File: config.mk
export PLATFORM = sky130hd
export DESIGN_NAME = instr_fetch_unit_flat
export DESIGN_NICKNAME = d
export VERILOG_FILES = /design/src/rtl/cpu_pkg.sv /design/src/rtl/instr_fetch_unit_if.sv /design/src/rtl/fetch_buffer.sv /design/src/rtl/instr_fetch_unit.sv /design/src/flat_wrapper.sv
export SDC_FILE = /design/constraint.sdc
export NUM_CORES = 1
export LEC_CHECK = 0
export BUFFER_PORTS_ARGS = -buffer_cell sky130_fd_sc_hd__buf_2
export CAP_MARGIN = 20
export CELL_PAD_IN_SITES_DETAIL_PLACEMENT = 1
export CELL_PAD_IN_SITES_GLOBAL_PLACEMENT = 1
export CORE_ASPECT_RATIO = 2
export CORE_UTILIZATION = 41
export DETAILED_ROUTE_END_ITERATION = 8
export PLACE_DENSITY_LB_ADDON = 0.1
export SYNTH_ARGS = -nofsm -noshare
export SYNTH_HDL_FRONTEND = slang
export SYNTH_SLANG_ARGS = --single-unit
File: constraint.sdc
create_clock -name CLK -period 2.75 [get_ports CLK]
set_input_delay 0.275 -clock CLK [delete_from_list [all_inputs] [get_ports CLK]]
set_output_delay 0.275 -clock CLK [all_outputs]
set_load 0.01 [all_outputs]
File: src/rtl/cpu_pkg.sv
// Shared CPU definitions: opcode/PC constants and the fetch FSM state encoding.
package cpu_pkg;

  localparam logic [31:0] NOP_OPCODE       = 32'h0000_0000;
  localparam logic [31:0] PC_INCR          = 32'd4;
  localparam logic [31:0] DEFAULT_RESET_PC = 32'h0000_0000;

  typedef enum logic [1:0] {
    FETCH_IDLE = 2'd0,
    FETCH_WAIT = 2'd1,
    FETCH_DROP = 2'd2
  } fetch_state_e;

endpackage

File: src/rtl/instr_fetch_unit_if.sv
// Instruction-memory req/ack bus between the fetch unit (master) and imem (slave).
interface instr_fetch_unit_if;

  logic        imem_req;
  logic [31:0] imem_addr;
  logic        imem_ack;
  logic [31:0] imem_rdata;

  modport master (
    output imem_req, imem_addr,
    input  imem_ack, imem_rdata
  );

  modport slave (
    input  imem_req, imem_addr,
    output imem_ack, imem_rdata
  );

endinterface

File: src/rtl/fetch_buffer.sv
// Single-entry instruction buffer feeding IF/ID; flush beats fill, fill beats drain.
module fetch_buffer (
  input  logic        clk,
  input  logic        rst_n,
  input  logic        fill,
  input  logic [31:0] fill_inst,
  input  logic [31:0] fill_pc4,
  input  logic        drain,
  input  logic        flush,
  output logic        valid,
  output logic [31:0] inst,
  output logic [31:0] pc4
);

  logic        valid_q, valid_d;
  logic [31:0] inst_q, inst_d;
  logic [31:0] pc4_q, pc4_d;

  always_comb begin
    // NOTE: every always_comb output gets a default first so no path infers a latch.
    valid_d = valid_q;
    inst_d  = inst_q;
    pc4_d   = pc4_q;
    if (flush) begin
      valid_d = 1'b0;
    end else if (fill) begin
      valid_d = 1'b1;
      inst_d  = fill_inst;
      pc4_d   = fill_pc4;
    end else if (drain) begin
      valid_d = 1'b0;
    end
  end

  // NOTE: sequential state uses non-blocking assignments only.
  always_ff @(posedge clk or negedge rst_n) begin
    if (!rst_n) begin
      valid_q <= 1'b0;
      inst_q  <= '0;
      pc4_q   <= '0;
    end else begin
      valid_q <= valid_d;
      inst_q  <= inst_d;
      pc4_q   <= pc4_d;
    end
  end

  assign valid = valid_q;
  assign inst  = inst_q;
  assign pc4   = pc4_q;

endmodule

File: src/rtl/instr_fetch_unit.sv
// IF stage: PC, req/ack fetch FSM with wrong-path drop, and the IF/ID-facing buffer.
module instr_fetch_unit
  import cpu_pkg::*;
#(
  parameter logic [31:0] RESET_PC = DEFAULT_RESET_PC
) (
  input  logic                      CLK,
  input  logic                      RST_n,
  input  logic                      stall,
  input  logic                      redirect,
  input  logic [31:0]               redirect_target,
  instr_fetch_unit_if.master        imem,
  output logic [31:0]               entireOpCode,
  output logic [31:0]               newAddress,
  output logic                      inst_valid
);

  fetch_state_e state_q, state_d;
  logic [31:0]  pc_q, pc_d;
  logic [31:0]  drop_addr_q, drop_addr_d;

  logic         req_raw;
  logic [31:0]  fetch_addr;
  logic         accept;
  logic         buf_valid;
  logic [31:0]  buf_inst;
  logic [31:0]  buf_pc4;

  always_ff @(posedge CLK or negedge RST_n) begin
    if (!RST_n) begin
      state_q     <= FETCH_IDLE;
      pc_q        <= RESET_PC;
      drop_addr_q <= '0;
    end else begin
      state_q     <= state_d;
      pc_q        <= pc_d;
      drop_addr_q <= drop_addr_d;
    end
  end

  // A response to a request made before a redirect belongs to the wrong path.
  assign accept = req_raw & imem.imem_ack & (state_q != FETCH_DROP) & ~redirect;

  always_comb begin
    state_d     = state_q;
    pc_d        = pc_q;
    drop_addr_d = drop_addr_q;
    if (redirect) begin
      pc_d = redirect_target;
      if (req_raw && !imem.imem_ack) begin
        state_d     = FETCH_DROP;
        drop_addr_d = fetch_addr;
      end else begin
        state_d = FETCH_IDLE;
      end
    end else begin
      unique case (state_q)
        FETCH_IDLE: begin
          if (req_raw && imem.imem_ack) pc_d = pc_q + PC_INCR;
          else if (req_raw)             state_d = FETCH_WAIT;
        end
        FETCH_WAIT: begin
          if (imem.imem_ack) begin
            pc_d    = pc_q + PC_INCR;
            state_d = FETCH_IDLE;
          end
        end
        FETCH_DROP: begin
          if (imem.imem_ack) state_d = FETCH_IDLE;
        end
        default: state_d = FETCH_IDLE;
      endcase
    end
  end

  always_comb begin
    req_raw    = 1'b0;
    fetch_addr = pc_q;
    unique case (state_q)
      FETCH_IDLE: req_raw = ~buf_valid | ~stall;
      FETCH_WAIT: req_raw = 1'b1;
      FETCH_DROP: begin
        req_raw    = 1'b1;
        fetch_addr = drop_addr_q;
      end
      default: req_raw = 1'b0;
    endcase
  end

  // Gating with RST_n abandons an outstanding request the moment reset asserts.
  assign imem.imem_req  = req_raw & RST_n;
  assign imem.imem_addr = fetch_addr;

  fetch_buffer u_fetch_buffer (
    .clk       (CLK),
    .rst_n     (RST_n),
    .fill      (accept),
    .fill_inst (imem.imem_rdata),
    .fill_pc4  (pc_q + PC_INCR),
    .drain     (buf_valid & ~stall),
    .flush     (redirect),
    .valid     (buf_valid),
    .inst      (buf_inst),
    .pc4       (buf_pc4)
  );

  assign entireOpCode = buf_valid ? buf_inst : NOP_OPCODE;
  assign newAddress   = buf_pc4;
  assign inst_valid   = buf_valid;

endmodule
File: src/flat_wrapper.sv
// flat-port wrapper written by rule: the top's interface ports become plain ports
module instr_fetch_unit_flat import cpu_pkg::*;
#(
  parameter logic [31:0] RESET_PC = DEFAULT_RESET_PC
)
  (CLK, RST_n, stall, redirect, redirect_target, entireOpCode, newAddress, inst_valid, imem_imem_req, imem_imem_addr, imem_imem_ack, imem_imem_rdata);
  instr_fetch_unit_if imem_i ();
  input  logic CLK;
  input  logic RST_n;
  input  logic stall;
  input  logic redirect;
  input  logic [31:0] redirect_target;
  output logic [31:0] entireOpCode;
  output logic [31:0] newAddress;
  output logic inst_valid;
  output wire logic [$bits(imem_i.imem_req)-1:0] imem_imem_req;
  output wire logic [$bits(imem_i.imem_addr)-1:0] imem_imem_addr;
  input wire logic [$bits(imem_i.imem_ack)-1:0] imem_imem_ack;
  input wire logic [$bits(imem_i.imem_rdata)-1:0] imem_imem_rdata;
  assign imem_imem_req = imem_i.imem_req;
  assign imem_imem_addr = imem_i.imem_addr;
  assign imem_i.imem_ack = imem_imem_ack;
  assign imem_i.imem_rdata = imem_imem_rdata;
  instr_fetch_unit #(.RESET_PC(RESET_PC)) u_core (.CLK(CLK), .RST_n(RST_n), .stall(stall), .redirect(redirect), .redirect_target(redirect_target), .imem(imem_i), .entireOpCode(entireOpCode), .newAddress(newAddress), .inst_valid(inst_valid));
endmodule
* Word-level counts from Yosys, hierarchy flattened *
Cells that the tools add are included.
W data, S select, Z words.

operators by class
  equal/unequal tests = 8
  reduce and logical (&&, ||, !) cells = 11
  bitwise gates (word level) = 9
  muxes and demuxes = 16
  $add $sub $neg = 1

operators by type and width
  operator                 number
  $mux W32                 5
  $pmux W32 S2             1
  $add A32 B3 Y32 const B  1
  $mux W2                  5
  $ne A3 B2 Y1 const B     2
  $ne A3 B3 Y1 const B     2
  $reduce_and A3 Y1        2
  $reduce_bool A3 Y1       2
  $and A1 B1 Y1            5
  $pmux W2 S2              1
  $reduce_and A2 Y1        2
  $mux W1                  3
  $ne A3 B1 Y1 const B     1
  $not A1 Y1               3
  $eq A2 B1 Y1 const B     1
  $eq A2 B2 Y1 const B     1
  $logic_and A1 B1 Y1      2
  $logic_not A2 Y1         1
  $ne A2 B2 Y1 const B     1
  $pmux W1 S2              1
  $reduce_or A2 Y1         1
  $logic_not A1 Y1         1
  $or A1 B1 Y1             1

storage, ports and cells
  bits of input ports = 69
  word-level logic and storage cells = 51
  register bits = 131
  output and inout port bits = 98

* Depth between registers and ports, before layout *
  depth after elaboration = 8
  mapped depth = 9
  depth with buffers taken out = 7

* Hierarchy *
Synthesis repeated with hierarchy kept, for this count alone.

unflattened totals
  cell total of the unflattened synthesis = 622
  area, all modules = 7412.1 sq um

modules (own cells, without submodules)
  module            area each (sq um)  cells each  times used  seq. area each (sq um)
  instr_fetch_unit  4670.7             482         1           1651.6
  fetch_buffer      2741.4             140         1           1626.6

* Worst setup path before layout *
No wires, ideal clock.

  kind = register to register
  start = reg u_core.state_q[0]
  end = reg u_core.drop_addr_q[0]
  arrival = 2005 ps
  buffers on the path = 1
  clock period less this slack = 2130 ps
  library setup time = 125 ps
  path slack = 620 ps
  stages on the path, launching flop included = 8
  data required time = 2625 ps
  cell sequence = dfrtp_1 -> inv_1 -> ha_1 -> a21bo_2 -> a211oi_1 -> nand2_1 -> buf_1 -> mux2_2

on the way
  cells in the longest elaborated chain, start to end = 5
  elaborated cells on any way between the ends = 8
  those cells by class = 2 x eq/ne; 2 x mux; 4 x reduce/logical

RTL lines
  item                                          line                    text
  from (decl)                                   instr_fetch_unit.sv:18  fetch_state_e state_q, state_d;
  from (signal assigned)                        instr_fetch_unit.sv:35  state_q <= state_d;
  $eq A2 B1 Y1 or $eq A2 B2 Y1 (tied branches)  instr_fetch_unit.sv:79  unique case (state_q)
  $reduce_or A2 Y1 (no line)                    n/a
  $pmux W1 S2                                   instr_fetch_unit.sv:79
  $logic_and A1 B1 Y1                           instr_fetch_unit.sv:50  if (req_raw && !imem.imem_ack) begin
  $reduce_and A2 Y1 (no line)                   n/a
  to (signal assigned)                          instr_fetch_unit.sv:37  drop_addr_q <= drop_addr_d;
  to (decl)                                     instr_fetch_unit.sv:20  logic [31:0] drop_addr_q, drop_addr_d;

Parallel ways exist; a longest one is shown, timed or not.
A chain may end at the register's enable or synchronous reset.

* Final worst setup path *
  start = reg u_core.state_q[0]
  end = out imem_imem_addr[7]

on the way
  cells in the longest elaborated chain, start to end = 2

RTL lines
  item          line                    text
  $eq A2 B2 Y1  instr_fetch_unit.sv:79
  $mux W32      instr_fetch_unit.sv:79
  to (decl)     flat_wrapper.sv:17      output wire logic [$bits(imem_i.imem_addr)-1:0] imem_imem_addr;

No other way between the ends.

==> results.toml <==
[clock_tree]
clockRootBuffer = "clkbuf_16"
ctsHtreeMaxLevel = 4
clk_pin_slew_worst_paths_ns = 0.07
cts_buffer_depth = 2
cts.sinks = 131
cts_buffers = 17
postCtsSetupBuffers = 0
cts_tree = "yes"
insertion_delay_ns = 0.43

[setup_path]
critical_path_required_ns = 2.48
worst_setup_path_end_kind = "output pin"
r2r-end = "u_core.u_fetch_buffer.inst[4]$_DFFE_PN0P_"
reg2reg_slack_ns = 0.47
path_class = "reg2out"
start_kind = "register"
worstRegToRegCells = 7
arrival_ns = 2.15
r2r-start = "u_core.state_q[0]$_DFFE_PN0P_"
critical_path_peak_fanout = 35

[worst_hold_path]
hold_depth = 3
worstHoldStart = "redirect_target[19]"
holdCritPathClass = "in2reg"
min_to = "u_core.pc_q[19]$_DFFE_PN0P_"

[timing]
skew_ns = 0.0138
slew_violations = 0
fmax_mhz = 412
min_period_ns = 2.43
hold_violations = 0
fin_crit_sh_pct = 88.4
fin_setup_tns_ns = 0
setup_violations = 0
slew_headroom_pct = 57.6
rsz0062_at_grt = "no"
worstMarginPinSlew_ns = 0.634

[placement]
portBuffers = 166
placed_area_mm2 = 0.00756
place.gp.congestion = 0.827
dp_hpwl_mm = 13.0
dp.cells = 942

[cells_and_area]
layout_commonest_cell = "buf_2"
drive_above_1_share_pct = 41.3
multi_input_area_mm2 = 0.00306
area_delta_synth_final_pct = 25.3
diodes = 0
final_area_mm2 = 0.00818
stdcell_count = 975
seq_area_mm2 = 0.00328
layout.nets = 838
final_cell_mix = "buf_2, dfrtp_1, mux2_2"
n_fill_cell = 1745

[synth]
yosysUniqueCellTypes = 36
yosys.area.top_type_share_pct = 50.2
syn_avg_cell_area_um2 = 10.8
syn_area_mm2 = 0.00653
synth-edff-count = 0
synth_top_cells_by_area = "dfrtp_1, mux2_2, o21ai_0, nand2_1, xor2_1"
synth_seq_cells = 131
yosysSeqAreaShare_pct = 50.2
synth_flop_cell = "dfrtp_1"
yosys_warnings = 0
synth_nets = 680
yosysTopAreaCell = "dfrtp_1"
syn-instance-count = 606
async_flop_share_pct = 100

[floorplanning]
die_h_um = 180
start_util_pct = 42.3
rows = 64
die_area_mm2 = 0.0165
io-pin-count = 167
die_w_um = 91.2
core_mm2 = 0.0155

[route]
wl_mm = 17.9
routedWlPerCell_um = 18.3
vias_per_cell = 5.24
drt-initial-drc-count = 209
drc = 0
detail-route-antenna-nets = 0
num_vias = 5105
dr.pass1.iters = 4

[power]
power_density_mw_per_mm2 = 1030
ir_drop_uv = 513
total_power_mw = 8.44
p_leak_nw = 3.73

[global_route]
antenna_found_initial = 0
grt.total_usage_pct = 23.2
grt_max_degree = 55
grt_remaining_overflow = 0
grt_pass1_vias = 5554
grt_first_pass_wirelength_mm = 29.3

[run]
maxCapViolCount = 0

[run_status]
outcome = "completed"
==> layer usage <==
layer,wire length (µm),GRT usage [%]
met1,6440,23.6
met2,10300,44.5
met3,706,4.89
met5,0,0
met4,449,9.84
==> critical path, cell delays in order, from the launching register on <==
cell     delay [ns]
dfrtp_1        0.41
inv_1          0.10
ha_2           0.18
buf_4          0.43
mux2_2         0.44
buf_2          0.15
==> worst max-delay path by stage <==
stage	from	end	slack, ns	cells past startpoint
CTS	u_core.state_q[0]$_DFFE_PN0P_	imem_imem_addr[5]	0.29	5
detailed placement	u_core.state_q[0]$_DFFE_PN0P_	u_core.u_fetch_buffer.inst[4]$_DFFE_PN0P_	0.47	7
global route	u_core.state_q[1]$_DFFE_PN0P_	imem_imem_req	0.24	6
floorplan	u_core.state_q[0]$_DFFE_PN0P_	u_core.drop_addr_q[0]$_DFFE_PN0P_	0.62	7
finish	u_core.state_q[0]$_DFFE_PN0P_	imem_imem_addr[7]	0.32	5
global placement	u_core.state_q[0]$_DFFE_PN0P_	u_core.drop_addr_q[14]$_DFFE_PN0P_	0.59	7
==> cell families (layout without fill, tap and decap cells) <==
logic type      Yosys count  in the layout  share of synthesized area, %
simple gates            192            192                          15.3
flops                   131            131                          50.2
mux                     100            100                          17.2
compound gates           73             73                          5.88
xor+xnor                 55             55                          7.38
buf+inv                  50            221                          3.10
fa+ha+maj                 5              5                         0.958
==> power by group <==
| group | internal [mW] | switching [mW] |
|---|---|---|
| clock | 1.43 | 0.909 |
| combinational | 1.44 | 1.53 |
| sequential | 2.69 | 0.449 |
==> flip-flops by register name (all words and copies together) (netlist names) <==
register and count:
u_core.u_fetch_buffer.valid 1, u_core.u_fetch_buffer.pc4 32, u_core.state_q 2, u_core.u_fetch_buffer.inst 32, u_core.pc_q 32, u_core.drop_addr_q 32
==> synthesized netlist by cell type (all sizes together), types with 9 or more instances <==
cell type  instances
nand3             19
mux2              98
xor2              29
nor4               9
xnor2             26
nor2              12
nand4             13
nand2             82
and2              34
dfrtp            131
clkbuf            25
o21ai             66
buf               17
==> metrics by stage <==
stage	utilization, %	hold slack [ns]	setup WS, ns
after floorplan	-	-0.0206	0.620
after global placement	48.9	0.270	0.592
after detailed placement	48.9	0.281	0.470
after CTS	52.9	0.0475	0.293
after global routing	52.9	0.0529	0.237
final	52.9	0.0552	0.320
==> repair_timing <==
action	4_1_cts	5_1_grt
endpoints found under the hold margin	50	0
setup endpoints to repair	0	0
hold buffers	1	0
resized for setup	0	0
==> area by class of cell <==
| cell class | count | share of cell area [%] |
|---|---|---|
| Sequential cell | 131 | 40.1 |
| Multi-Input combinational cell | 425 | 37.5 |
| Timing Repair Buffer | 181 | 11.6 |
| Clock buffer | 17 | 5.20 |
| Tap cell | 198 | 3.03 |
| Clock inverter | 15 | 2.22 |
| Inverter | 8 | 0.367 |
No activity file was read; power rests on OpenSTA's default activity.
